--- src/rtl/dot_product_stream.sv ---
// dot_product_stream: streaming unsigned dot-product engine.
// Accepts VEC_LEN (a, b) pairs over a valid/ready input, multiplies each pair
// into a product register, accumulates at full precision, then presents the
// sum over a valid/ready output and holds it until it is taken.
// Optional feature macro: DOT_PRODUCT_SAT_EN -- when defined, results wider
// than OUT_WIDTH clamp to all ones; otherwise they wrap (low OUT_WIDTH bits).
// ovf flags an oversized result in both builds.
//
// state  | meaning
// -------+-------------------------------------------------------------
// IDLE   | waiting for the first pair of a vector, in_ready high
// ACCUM  | collecting the remaining pairs, in_ready high
// DRAIN  | two edges: last product add, then result register load
// HOLD   | result presented, waiting for out_ready

module dot_product_stream #(
  parameter int DATA_WIDTH = 8,
  parameter int VEC_LEN    = 4,
  parameter int OUT_WIDTH  = 18
) (
  input  logic                  clk,
  input  logic                  resetn_tb,
  input  logic                  clr,
  input  logic                  in_valid,
  output logic                  in_ready,
  input  logic [DATA_WIDTH-1:0] in_a,
  input  logic [DATA_WIDTH-1:0] in_b,
  output logic                  out_valid,
  input  logic                  out_ready,
  output logic [OUT_WIDTH-1:0]  out_data,
  output logic                  busy,
  output logic                  ovf
);

  localparam int PROD_W = 2 * DATA_WIDTH;
  localparam int FULL_W = 2 * DATA_WIDTH + $clog2(VEC_LEN);
  localparam int CNT_W  = $clog2(VEC_LEN);
  localparam int EXT_W  = (FULL_W > OUT_WIDTH) ? FULL_W : OUT_WIDTH;

  typedef enum logic [1:0] {
    S_IDLE  = 2'd0,
    S_ACCUM = 2'd1,
    S_DRAIN = 2'd2,
    S_HOLD  = 2'd3
  } state_t;

  state_t                state_q, state_d;
  logic [CNT_W-1:0]      cnt_q, cnt_d;
  logic [PROD_W-1:0]     prod_q, prod_d;
  logic                  prod_vld_q, prod_vld_d;
  logic [FULL_W-1:0]     acc_q, acc_d;
  logic                  drain_q, drain_d;
  logic                  out_valid_q, out_valid_d;
  logic [OUT_WIDTH-1:0]  out_data_q, out_data_d;
  logic                  ovf_q, ovf_d;
  // Holds in_ready low during reset and only enables it one edge after release.
  logic                  rdy_en_q, rdy_en_d;

  logic                  xfer;
  logic                  last_elem;
  logic                  out_xfer;
  logic [EXT_W-1:0]      acc_ext;
  logic                  too_big;
  logic [OUT_WIDTH-1:0]  result;

  assign xfer      = in_valid & in_ready;
  assign last_elem = (cnt_q == CNT_W'(VEC_LEN - 1));
  assign out_xfer  = (state_q == S_HOLD) & out_valid_q & out_ready;

  // Widen the accumulator so the overflow test and truncation work for any
  // relation between FULL_W and OUT_WIDTH.
  always_comb begin
    acc_ext = EXT_W'(acc_q);
    too_big = ((acc_ext >> OUT_WIDTH) != '0);
`ifdef DOT_PRODUCT_SAT_EN
    result  = too_big ? '1 : acc_ext[OUT_WIDTH-1:0];
`else
    result  = acc_ext[OUT_WIDTH-1:0];
`endif
  end

  // State register.
  always_ff @(posedge clk or negedge resetn_tb) begin
    if (!resetn_tb) state_q <= S_IDLE;
    else            state_q <= state_d;
  end

  // Next-state logic; clr overrides every transition.
  always_comb begin
    state_d = state_q;
    unique case (state_q)
      S_IDLE:  if (xfer) state_d = S_ACCUM;
      S_ACCUM: if (xfer && last_elem) state_d = S_DRAIN;
      S_DRAIN: if (drain_q) state_d = S_HOLD;
      S_HOLD:  if (out_valid_q && out_ready) state_d = S_IDLE;
      default: state_d = S_IDLE;
    endcase
    if (clr) state_d = S_IDLE;
  end

  // FSM-decoded outputs.
  always_comb begin
    in_ready = rdy_en_q & ((state_q == S_IDLE) | (state_q == S_ACCUM));
    busy     = (state_q != S_IDLE);
  end

  // Datapath next values: product pipeline, accumulator, result register.
  always_comb begin
    cnt_d       = cnt_q;
    prod_d      = prod_q;
    prod_vld_d  = 1'b0;
    acc_d       = acc_q;
    drain_d     = 1'b0;
    out_valid_d = out_valid_q;
    out_data_d  = out_data_q;
    ovf_d       = ovf_q;
    rdy_en_d    = 1'b1;
    if (clr) begin
      cnt_d       = '0;
      prod_d      = '0;
      acc_d       = '0;
      out_valid_d = 1'b0;
      out_data_d  = '0;
      ovf_d       = 1'b0;
    end else begin
      if (xfer) begin
        prod_d     = PROD_W'(in_a) * PROD_W'(in_b);
        prod_vld_d = 1'b1;
        cnt_d      = last_elem ? '0 : cnt_q + CNT_W'(1);
      end
      if (prod_vld_q) acc_d = acc_q + FULL_W'(prod_q);
      if (state_q == S_DRAIN) begin
        drain_d = ~drain_q;
        if (drain_q) begin
          out_valid_d = 1'b1;
          out_data_d  = result;
          ovf_d       = ovf_q | too_big;
        end
      end
      if (out_xfer) begin
        out_valid_d = 1'b0;
        acc_d       = '0;
      end
    end
  end

  // Datapath registers.
  always_ff @(posedge clk or negedge resetn_tb) begin
    if (!resetn_tb) begin
      cnt_q       <= '0;
      prod_q      <= '0;
      prod_vld_q  <= 1'b0;
      acc_q       <= '0;
      drain_q     <= 1'b0;
      out_valid_q <= 1'b0;
      out_data_q  <= '0;
      ovf_q       <= 1'b0;
      rdy_en_q    <= 1'b0;
    end else begin
      cnt_q       <= cnt_d;
      prod_q      <= prod_d;
      prod_vld_q  <= prod_vld_d;
      acc_q       <= acc_d;
      drain_q     <= drain_d;
      out_valid_q <= out_valid_d;
      out_data_q  <= out_data_d;
      ovf_q       <= ovf_d;
      rdy_en_q    <= rdy_en_d;
    end
  end

  assign out_valid = out_valid_q;
  assign out_data  = out_data_q;
  assign ovf       = ovf_q;

endmodule

--- config.mk ---
export PLATFORM = sky130hd
export DESIGN_NAME = dot_product_stream
export DESIGN_NICKNAME = d
export VERILOG_FILES = /design/src/rtl/dot_product_stream.sv
export SDC_FILE = /design/constraint.sdc
export NUM_CORES = 1
export LEC_CHECK = 0
export BUFFER_PORTS_ARGS = -buffer_cell sky130_fd_sc_hd__buf_2
export CAP_MARGIN = 15
export CORE_ASPECT_RATIO = 2
export CORE_UTILIZATION = 25
export DETAILED_ROUTE_END_ITERATION = 12
export HOLD_SLACK_MARGIN = 0.05
export PLACE_DENSITY = 0.38
export SETUP_SLACK_MARGIN = 0.15
export SYNTH_ARGS = -nofsm -noshare
export SYNTH_HDL_FRONTEND = slang
export SYNTH_SLANG_ARGS = --single-unit
--- constraint.sdc ---
create_clock -name clk -period 2.95 [get_ports clk]
set_input_delay 0.295 -clock clk [delete_from_list [all_inputs] [get_ports clk]]
set_output_delay 0.295 -clock clk [all_outputs]
set_load 0.01 [all_outputs]
==> Yosys cells after proc, flatten, opt, wreduce, memory -nomap -nowiden <==
Index checks and enable logic that the tools add are counted.
{ "totals": {"regBits": 60, "out_inout_bits": 22, "word_cells": 64} }
{ "classes": {"n_addsub": 2, "mul": 1, "n_eq_ne": 8, "muxes": 25, "bitwise_logic": 6, "reduce_logical": 13} }
{ "ops": {"columns": ["operator", "count"], "rows": [
  ["two-way mux 18 bit", 6],
  ["two-way mux 16 bit", 2],
  ["adder 18 x 16 -> 18 bit", 1],
  ["multiplier 8 x 8 -> 16 bit", 1],
  ["two-way mux 2 bit", 8],
  ["!= test 3 bit, second input constant", 3],
  ["nonzero test 3 bit", 3],
  ["two-way mux 1 bit", 8],
  ["case mux 2 bit (4 select lines)", 1],
  ["nonzero test 2 bit", 4],
  ["equality test 2 bit, second input constant", 3],
  ["bitwise AND 1 bit", 4],
  ["AND reduction 2 bit", 2],
  ["AND reduction 4 bit", 1],
  ["!= test 3 x 2 -> 1 bit, second input constant", 1],
  ["adder 2 x 1 -> 2 bit, second input constant", 1],
  ["equality test 2 x 1 -> 1 bit, second input constant", 1],
  ["logical AND 1 bit", 2],
  ["zero test 2 bit", 1],
  ["inverter 1 bit", 1],
  ["OR 1 bit", 1]
]} }

==> Logic depth before layout (Yosys ltp) <==
{ "depth": {"ltp_word": 8, "ltp_mapped": 16, "depth_no_buf": 16} }

==> Worst setup path before layout <==
OpenSTA, ideal clock, no wires.
{ "synth_timing": {"path_type": "input port to flip-flop", "start": "input in_a[1]", "end": "register prod_q[15]", "arrival_ns": 4.062, "t_required_ns": 2.832, "setup_slack_ns": -1.230, "cell_stages": 14, "n_path_buf": 0, "path_cell_list": "and2_1 > fa_1 > fa_1 > fa_1 > inv_1 > fa_1 > inv_1 > ha_1 > o21a_1 > o21a_1 > a311oi_1 > a21oi_1 > xnor2_1 > a21o_1"} }
{ "synth_between": {"elab_chain_cells": 3} }
{ "synth_lines": {"columns": ["element", "line_no", "text"], "rows": [
  ["from (decl)", "26", "input logic [DATA_WIDTH-1:0] in_a,"],
  ["multiplier 8 x 8 -> 16 bit", "127", "prod_d = PROD_W'(in_a) * PROD_W'(in_b);"],
  ["two-way mux 16 bit", "126", "if (xfer) begin"],
  ["two-way mux 16 bit", "118", "if (clr) begin"],
  ["to (signal assigned)", "161", "prod_q <= prod_d;"],
  ["to (decl)", "49", "logic [PROD_W-1:0] prod_q, prod_d;"]
]} }
No other way between the ends. The select of a mux whose other input is x is not followed.
A chain may end at the register's enable or synchronous reset.

==> Final worst setup path <==
{ "layout_timing": {"start": "input in_a[6]", "end": "register prod_q[13]"} }
The elaborated chain is that of the path after synthesis.

==> flow_summary.ini <==
[floorplan]
die_w_microns = 105.3
pin_count = 43
start_util = 0.2547
core_area_sq_um = 20930
std_cell_rows = 75
dieArea_sq_um = 21940
die_h_microns = 208.5

[global_routing]
grt_use_met3 = 0.01410
grt_usage = 0.1220
met2_usage = 0.2502
grt-ovfl-total = 0
busiest_layer = met2
antenna_found_initial = 0
met1_usage = 0.1179
grt_pass1_wl_mm = 21.39
first_global_vias = 4559
grt_max_degree = 61

[cts]
cts_buffer_depth = 2
cts.reportedPaths.clkPinSlew_ps = 50
clockRootBuffer = clkbuf_16
clk_latency_ps = 320
cts.sink_count = 60
cts_tree = yes
cts_max_level = 3
cts_made_buffers = 9

[place]
gp_congestion = 0.8233
dpl.hpwl_mm = 10.56
place_area_sq_um = 6381
dp_cells = 908
numPortBuffers = 41

[layout]
layout_common_cells = dfrtp_1 (60), buf_4 (53), ha_1 (51)
fin_nets = 776
final_cell_count_no_fill = 934
antennaDiodeCount = 0
final_util = 0.3388
design_area_sq_um = 7091
final_common_cell = dfrtp_1
area_growth_pct = 33.03
final_layout_size_suffix_gt1_frac = 0.2962

[critical_path]
worst_setup_path_start_kind = primary input
crit_arrival_ps = 3950
worstReg2RegStart = acc_ext[0]
crit_start = in_a[6]
crit_end = prod_q[13]
worst-r2r-setup-slack_ps = 390
critical-path-slowest-cell = fa_1
critPathMostFrequentCell = fa_1
required_ps = 3200
max_stage_delay_ps = 510
crit_path_end_kind = flip-flop
setup.worst_path.class = primary input to flip-flop
path_max_fanout = 4
path_cells = buf_8 > and2_4 > fa_1 > fa_1 > fa_1 > inv_1 > fa_1 > inv_2 > ha_4 > o21a_1 > o21a_1 > a311oi_2 > buf_4 > xnor2_2 > nand2_1 > a21oi_2
rr_endpoint = acc_ext[14]
ff2ff_path_depth = 8

[route]
drt_iter0_markers = 75
viasPerCell = 4.511
drc = 0
drt_wl_total_mm = 12.58
dr.pass1.iters = 4
num_vias = 4213
wl_per_cell_microns = 13.47
drtAntennaViolNets = 0

[timing]
slew-limit-headroom = 0.4796
period_needed_ps = 3699
setup_violations = 10
setup_ws_ps = -749.2
tightest_slew_ps = 780.6
finalClockSkew_ps = 6.334
fin_crit_sh = 1.254
slew_violations = 0
rsz0062_at_grt = true
fmaxAchievable_mhz = 270.3
tns_ps = -5481
timing.final.hold_violations = 0

[synth]
synth_fa_ha_area_frac = 0.2751
synth_mux_area_frac = 0.01901
synthSimpleGateAreaFrac = 0.1730
syn_nets = 675
synth_seq_cells = 60
async_flop_share = 1.000
yosysUniqueCellTypes = 55
synthCells = 559
yosysSeqAreaShare = 0.2817
synth_compound_area_frac = 0.1695
avgSynthCellArea_sq_um = 9.535
yosysWarnings = 0
syn-cell-area_sq_um = 5330
yosys.area_share.xor_xnor = 0.02958
synth_ff_type = dfrtp_1
synth_enable_flop_cells = 0
synth_top_family_by_area = adder cells

[pwr]
power_frac_seq = 0.212
pwr-share-comb = 0.554
p_sw_frac = 0.3625
powerDensity_nw_per_um2 = 638.4
ir_drop_mv = 0.2546
p_int_w = 0.002886
clockPowerShare = 0.234
power_leakage_nw = 3.468
p_sw_w = 0.001641

[hold_path]
min_path_type = primary input to asynchronous set/reset pin

[job]
drv_cap = 0

[run_status]
status = finished with violations
violations = setup timing
layout make-up:
class / instances / area, sq um
sequential: 60 / 1501
inverter: 55 / 206.4
fill: 2157 / 13840
clock inverter: 4 / 47.55
tap: 269 / 336.6
clock buffer: 12 / 256.5
multi-input combinational: 429 / 3889
timing repair buffer: 105 / 853.3
kinds of logic after synthesis:
group                      after synthesis
DFF                                     60
adders and majority gates               95
and+or+nand+nor                        177
other                                    2
muxes                                   10
AOI/OAI and AO/OA                      127
buffers and inverters                   70
xor gates and xnor gates                18
critical path: cells and delay by family:
family	cells	cell delay, ps
and+or+nand+nor	2	220
AOI/OAI and AO/OA	4	780
buffers and inverters	4	350
adders and majority gates	5	2200
xor gates and xnor gates	1	90
state kept, by name, summed over array words and instances, names as in the netlist:
signal      flops
acc_ext        18
out_data       18
prod_q         16
cnt_q           2
state_q         2
drain_q         1
out_valid       1
prod_vld_q      1
rdy_en_q        1
per-layer routing:
metal	up-vias	wire [microns]
met3	13	223
met1	2028	4598
met2	50	7526
met5	-	0
li1	2122	-
met4	0	233
power groups by stage:
stage / Combinational (W) / Clock [W] / Sequential [W]
2_1_floorplan: 0.00147 / 0 / 0.000951
3_3_place_gp: 0.00207 / 0 / 0.000973
3_5_place_dp: 0.00208 / 0 / 0.000975
4_1_cts: 0.00233 / 0.00110 / 0.000961
5_1_grt: 0.00280 / 0.00114 / 0.000972
6_report: 0.00251 / 0.00106 / 0.000960
through the flow:
stage	hold WS [ps]	worst slack, ps	total power (W)
after global routing	204.0	-927.2	0.004908
after CTS	177.9	-757.2	0.004386
after floorplan	-0.5911	-893.3	0.002425
after global placement	472.9	-1201	0.003042
after detailed placement	488.7	-1257	0.003056
final	126.9	-749.2	0.004527
synth_stat cells, drive strengths merged, types with 6 or more instances:
| library cell | n | area, sq um |
|---|---|---|
| nand2 | 47 | 176.4 |
| a21o | 16 | 123.9 |
| inv | 55 | 206.5 |
| nor2 | 29 | 108.9 |
| ha | 58 | 725.7 |
| mux2i | 9 | 90.09 |
| fa | 37 | 740.7 |
| a211oi | 9 | 67.56 |
| a22o | 19 | 166.4 |
| and2 | 52 | 325.3 |
| nand2b | 6 | 37.54 |
| clkbuf | 11 | 41.29 |
| dfrtp | 60 | 1501 |
| o21a | 6 | 45.04 |
| o211ai | 6 | 45.04 |
| nor3 | 15 | 85.08 |
| o21ai | 16 | 80.07 |
| a21oi | 35 | 175.2 |
| xnor2 | 14 | 122.6 |
worst min-delay path by stage:
stage / depth (start not counted) / start / slack, ps / endpoint
final: 2 / resetn_tb / 130 / drain_q
after global routing: 2 / resetn_tb / 200 / drain_q
after CTS: 2 / resetn_tb / 180 / drain_q
after detailed placement: 1 / out_data[14] / 490 / out_data[14]
after global placement: 1 / drain_q / 470 / drain_q
after floorplan: 0 / resetn_tb / -0.6 / acc_ext[0]
timing repair:
action / in CTS / in global routing
hold buffers: 0 / 0
resized for setup: 58 / 31
setup buffers: 7 / 3
setup endpoints to repair: 12 / 11
pin swaps: 42 / 38
Power figures use the tool's default switching activity.
